`src/rtl/secuenciador_texto.sv`:
```
// Text-overlay fetch scheduler: prefetches the font row of the next tile and serialises it to pixel_on.
// Latency: pixel_on one reloj cycle after the pixel's tick; font fetch takes 3 cycles. No backpressure.
module secuenciador_texto #(
    parameter int X0      = 50,
    parameter int Y0      = 16,
    parameter int N_CHARS = 16
) (
    input  logic       reloj,
    input  logic       resetM,
    input  logic       tick,
    input  logic [9:0] Qh,
    input  logic [9:0] Qv,
    input  logic       video_on,
    input  logic       wr_en,
    input  logic [3:0] wr_addr,
    input  logic [1:0] wr_char,
    output logic [5:0] rom_addr,
    input  logic [7:0] rom_data,
    output logic       pixel_on
);

    typedef enum logic [1:0] {
        S_IDLE,
        S_ISSUE,
        S_CAPTURE
    } state_t;

    state_t     r_state;
    state_t     w_state_nxt;

    logic [1:0] r_buf [N_CHARS];
    logic [7:0] r_cur;
    logic [7:0] r_nxt;

    logic [7:0] w_tn;
    logic       w_row_hit;
    logic       w_tn_hit;
    logic [3:0] w_idx;
    logic [1:0] w_char;
    logic       w_prefetch;
    logic       w_load_addr;
    logic       w_capture;
    logic       w_wr_ok;
    logic [2:0] w_bitsel;

    // The tile after the current one; at Qh=796 this is 100, always outside the window.
    always_comb begin
        w_tn       = {1'b0, Qh[9:3]} + 8'd1;
        w_row_hit  = (Qv[9:4] == 6'(Y0));
        w_tn_hit   = w_row_hit && (w_tn >= 8'(X0)) && (w_tn < 8'(X0 + N_CHARS));
        w_idx      = 4'(w_tn - 8'(X0));
        w_char     = w_tn_hit ? r_buf[w_idx] : 2'd0;
        w_prefetch = tick && (Qh[2:0] == 3'b100);
        w_wr_ok    = wr_en && ({1'b0, wr_addr} < 5'(N_CHARS));
        w_bitsel   = 3'd7 - Qh[2:0];
    end

    always_ff @(posedge reloj) begin
        if (resetM) begin
            r_state <= S_IDLE;
        end else begin
            r_state <= w_state_nxt;
        end
    end

    always_comb begin
        w_state_nxt = r_state;
        w_load_addr = 1'b0;
        w_capture   = 1'b0;
        case (r_state)
            S_IDLE: begin
                if (w_prefetch) begin
                    w_load_addr = 1'b1;
                    w_state_nxt = S_ISSUE;
                end
            end
            S_ISSUE: begin
                w_state_nxt = S_CAPTURE;
            end
            S_CAPTURE: begin
                w_capture   = 1'b1;
                w_state_nxt = S_IDLE;
            end
            default: begin
                w_state_nxt = S_IDLE;
            end
        endcase
    end

    // A write coinciding with the prefetch sample lands after the read, so that fetch sees the old code.
    always_ff @(posedge reloj) begin
        if (resetM) begin
            for (int i = 0; i < N_CHARS; i++) begin
                r_buf[i] <= 2'd0;
            end
            rom_addr <= 6'd0;
            r_nxt    <= 8'd0;
            r_cur    <= 8'd0;
            pixel_on <= 1'b0;
        end else begin
            if (w_wr_ok) begin
                r_buf[wr_addr] <= wr_char;
            end
            if (w_load_addr) begin
                rom_addr <= {w_char, Qv[3:0]};
            end
            if (w_capture) begin
                r_nxt <= rom_data;
            end
            if (tick) begin
                if (Qh[2:0] == 3'd0) begin
                    r_cur    <= r_nxt;
                    pixel_on <= r_nxt[7] & video_on;
                end else begin
                    pixel_on <= r_cur[w_bitsel] & video_on;
                end
            end
        end
    end

endmodule

```
`config.mk`:
```
export PLATFORM = sky130hd
export DESIGN_NAME = secuenciador_texto
export DESIGN_NICKNAME = d
export VERILOG_FILES = /design/src/rtl/secuenciador_texto.sv
export SDC_FILE = /design/constraint.sdc
export NUM_CORES = 1
export LEC_CHECK = 0
export CORE_MARGIN = 2
export CORE_UTILIZATION = 50
export CTS_BUF_LIST = sky130_fd_sc_hd__clkbuf_4
export CTS_CLUSTER_DIAMETER = 50
export DETAILED_ROUTE_END_ITERATION = 10
export PLACE_DENSITY_LB_ADDON = 0.08
export SYNTH_ARGS = -nofsm -noshare
export SYNTH_HDL_FRONTEND = slang
export SYNTH_SLANG_ARGS = --single-unit
```
`constraint.sdc`:
```
create_clock -name reloj -period 2.5 [get_ports reloj]
set_input_delay 0.625 -clock reloj [delete_from_list [all_inputs] [get_ports reloj]]
set_output_delay 0.625 -clock reloj [all_outputs]
set_load 0.005 [all_outputs]
```
==> impl_results.md, run 1 <==
- Drt drc: 0
- Min-Delay Path Class: flip-flop to flip-flop
- CP arrival: 2.75 ns
- Layout area overhead: 24.54%
- Fin worst setup slack: 0.07189 ns
- CP Capture Type: flip-flop
- Status: completed
- PD cells: 496.6 nW/um^2
- CP peak stage delay: 0.54 ns
- Die height: 79.37 um
- Clock slew at reported path FFs: 0.16 ns
- Crit path kind: input port to flip-flop
- Max-cap violations: 0
- Post-Syn Instances: 265
- Design Area, Final: 3537 um^2
- RSZ-0062 raised after global routing: false
- Nets: 360
- Crit start category: input port
- # IOs: 46
- DRT antenna net count: 0
- Largest delay contributor family on the critical path: simple AND/OR/NAND/NOR gates
- Synth warnings: 0
- Fraction of layout cells with a size suffix above 1: 19.44%
- First-pass GRT wire length: 8914 um
- DR pass1 iterations: 4
- Hold path start: r_nxt[4]$_SDFFE_PP0N_
- M1 WL: 2441 um
- Row Count: 27
- Via density: 5.243
- Hpwl dp: 3986 um
- Uppermost layer routed: met4
- CTS max path bufs: 2
- #FFs+latches synth: 56
- Relative slew slack: 61.98%
- Crit path buf inv count: 1
- H-tree levels: 2
- Clock Skews: 0.01215 ns
- Crit-path slowest cell: or4b_4
- Post-synth net total: 307
- I/O Buffers: 45
- Final Cycle Share: 97.12%
- Routed wl met3: 246 um
- Sinks on Clock Net: 56
- Final hold vios: 0
- Placed Area: 3436 um^2
- Design Power: 1.757 mW
- Setup TNS Final: 0 ns
- CTS tree: built
- Total track usage: 18.52%
- Mapped cell area: 2840 um^2
- Iteration-0 DRC Markers: 69
- Synth Flop Type: edfxtp_1
- Critical Path Fanout Max: 3
- Initial antenna violation count: 0
- Max-slew violation count: 0
- Met2 wire length: 2663 um
- Skew-Pair Late Insertion Delay: 0.37 ns
- Register area share after synthesis: 50.75%
- N_diodes: 0
- Worst IR Drop VDD: 0.0002827 V
- Data required, critical path: 2.82 ns
- Worst r2r src: r_state[1]$_SDFFE_PP0P_
- Placer Congestion: 0.7783
- Initial core utilization: 51.58%
- Post-synth EDFFs: 32
- Vias in the first global route: 1976
- WL final: 5426 um
- Critical Path, Cell by Cell: dlygate4sd2_1, or3b_4, or4b_4, or4_4, o32ai_4, a22oi_1, nor2_1
- Die area: 6300 um^2
- Hold slack: 0.4643 ns
- Clock Tree Root: clkbuf_4
- Final setup vio count: 0
- Worst setup path startpoint: Qh[1]
- Slew @ Worst Pin: 0.5692 ns
- Leakage: 1.296 nW
- Largest net degree at the start of global routing: 38
- Pre-CTS WS: -0.6398 ns
- Core area: 5507 um^2
- Average size of a mapped cell: 10.72 um^2
- Ys async rst share: 0%
- Die Wd: 79.37 um
- Via count: 2050
- CTS Buf Count: 5
- Netlist cell types: 38
- Wirelength per Cell: 13.88 um
- Tmin final: 2.428 ns
- Overflow after GRT: 0
- Peak Freq: 411.8 MHz
[worst reg2reg max path, stage by stage (launching register included)]
cell     delay [ns]
dfxtp_1        0.36
or4b_4         0.56
or4_4          0.51
o32ai_4        0.25
a22oi_1        0.10
nor2_1         0.09
[stage by stage]
stage	utilization, %	instances
finish	64.24	391
global route	64.24	391
CTS	64.21	391
detailed placement	62.39	383
global placement	62.39	383
floorplan	-	265
[final timing paths]
kind,to,slack [ns],depth (start not counted)
max,rom_addr[4]$_SDFFE_PP0P_,0.07,7
min,r_cur[4]$_SDFFE_PP0P_,0.46,2
max reg2reg,rom_addr[4]$_SDFFE_PP0P_,0.59,5
min reg2reg,r_cur[4]$_SDFFE_PP0P_,0.46,2
[report_power, final]
| part | internal [mW] | total, mW | switching [mW] |
|---|---|---|---|
| clock network | 0.210 | 0.479 | 0.270 |
| logic | 0.153 | 0.263 | 0.111 |
| registers | 1.00 | 1.01 | 0.00935 |
[cell type report]
cell class              instances  area, um^2
clock buffers                   5       37.54
inverters                       4       15.01
repair buffers                 60       553.0
multi-input cells             191        1358
well taps                      72       90.09
fillers                       477        1969
clock inverters                 3       42.54
flip-flops and latches         56        1441
[flip-flops by register name, summed over array words and instances, names as in the netlist]
| name | flops |
|---|---|
| r_nxt | 8 |
| pixel_on | 1 |
| rom_addr | 6 |
| r_state | 2 |
| r_buf | 32 |
| r_cur | 7 |
[layer usage]
metal  GRT usage, %  vias up
li1               -     1041
met1          24.00      962
met2          31.86       40
met3          3.167        7
met4          5.690        0
met5              0        -
[Yosys cell counts (all sizes together) (3+ instances only)]
library cell | count | area share, %
inv | 4 | 0.53
clkbuf | 12 | 1.6
and2 | 34 | 7.5
nor2 | 21 | 2.8
mux4 | 12 | 9.8
a21oi | 17 | 3.0
nand2b | 6 | 1.3
nand3 | 4 | 0.70
mux2i | 6 | 2.1
ha | 3 | 1.3
or2 | 18 | 4.0
dfxtp | 24 | 17
edfxtp | 32 | 34
xnor2 | 4 | 1.2
nand2 | 36 | 4.8
nor3 | 5 | 0.88
[layout by cell type, fill, tap and decap left out, drive strengths merged, types with 3 or more instances in the layout]
cell	netlist	layout
or2	18	18
mux4	12	12
xnor2	4	4
nand3	4	4
dfxtp	24	24
clkbuf	12	6
dlygate4sd2	0	4
nand2b	6	6
nor3	5	5
and2	34	34
ha	3	3
clkdlybuf4s50	0	40
buf	2	15
edfxtp	32	32
inv	4	4
a21oi	17	17
nand2	36	36
mux2i	6	6
nor2	21	21
[timing repair]
item,CTS,global route
hold endpoints to repair,0,0
pin swaps,7,1
buffers inserted,0,0
cloned,0,0
endpoints found under the setup margin,2,1
resized for setup,8,3
hold buffers,0,0
[cells by family (layout without fill, tap and decap cells)]
logic type	Yosys count	count (layout)	synth area share [%]
mux	19	19	12.29
buf+inv	18	72	2.643
compound gates	27	27	6.079
fa+ha+maj	3	3	1.322
xor+xnor	4	4	1.233
simple gates	138	138	25.68
flops	56	56	50.75
Power figures use the tool's default switching activity.
==> inputs of run 2 (changes only) <==
CTS_CLUSTER_SIZE = 28   (was default)
==> results of run 2 <==
Same layout as run 1: the final DEF is identical, and so are final timing and power.
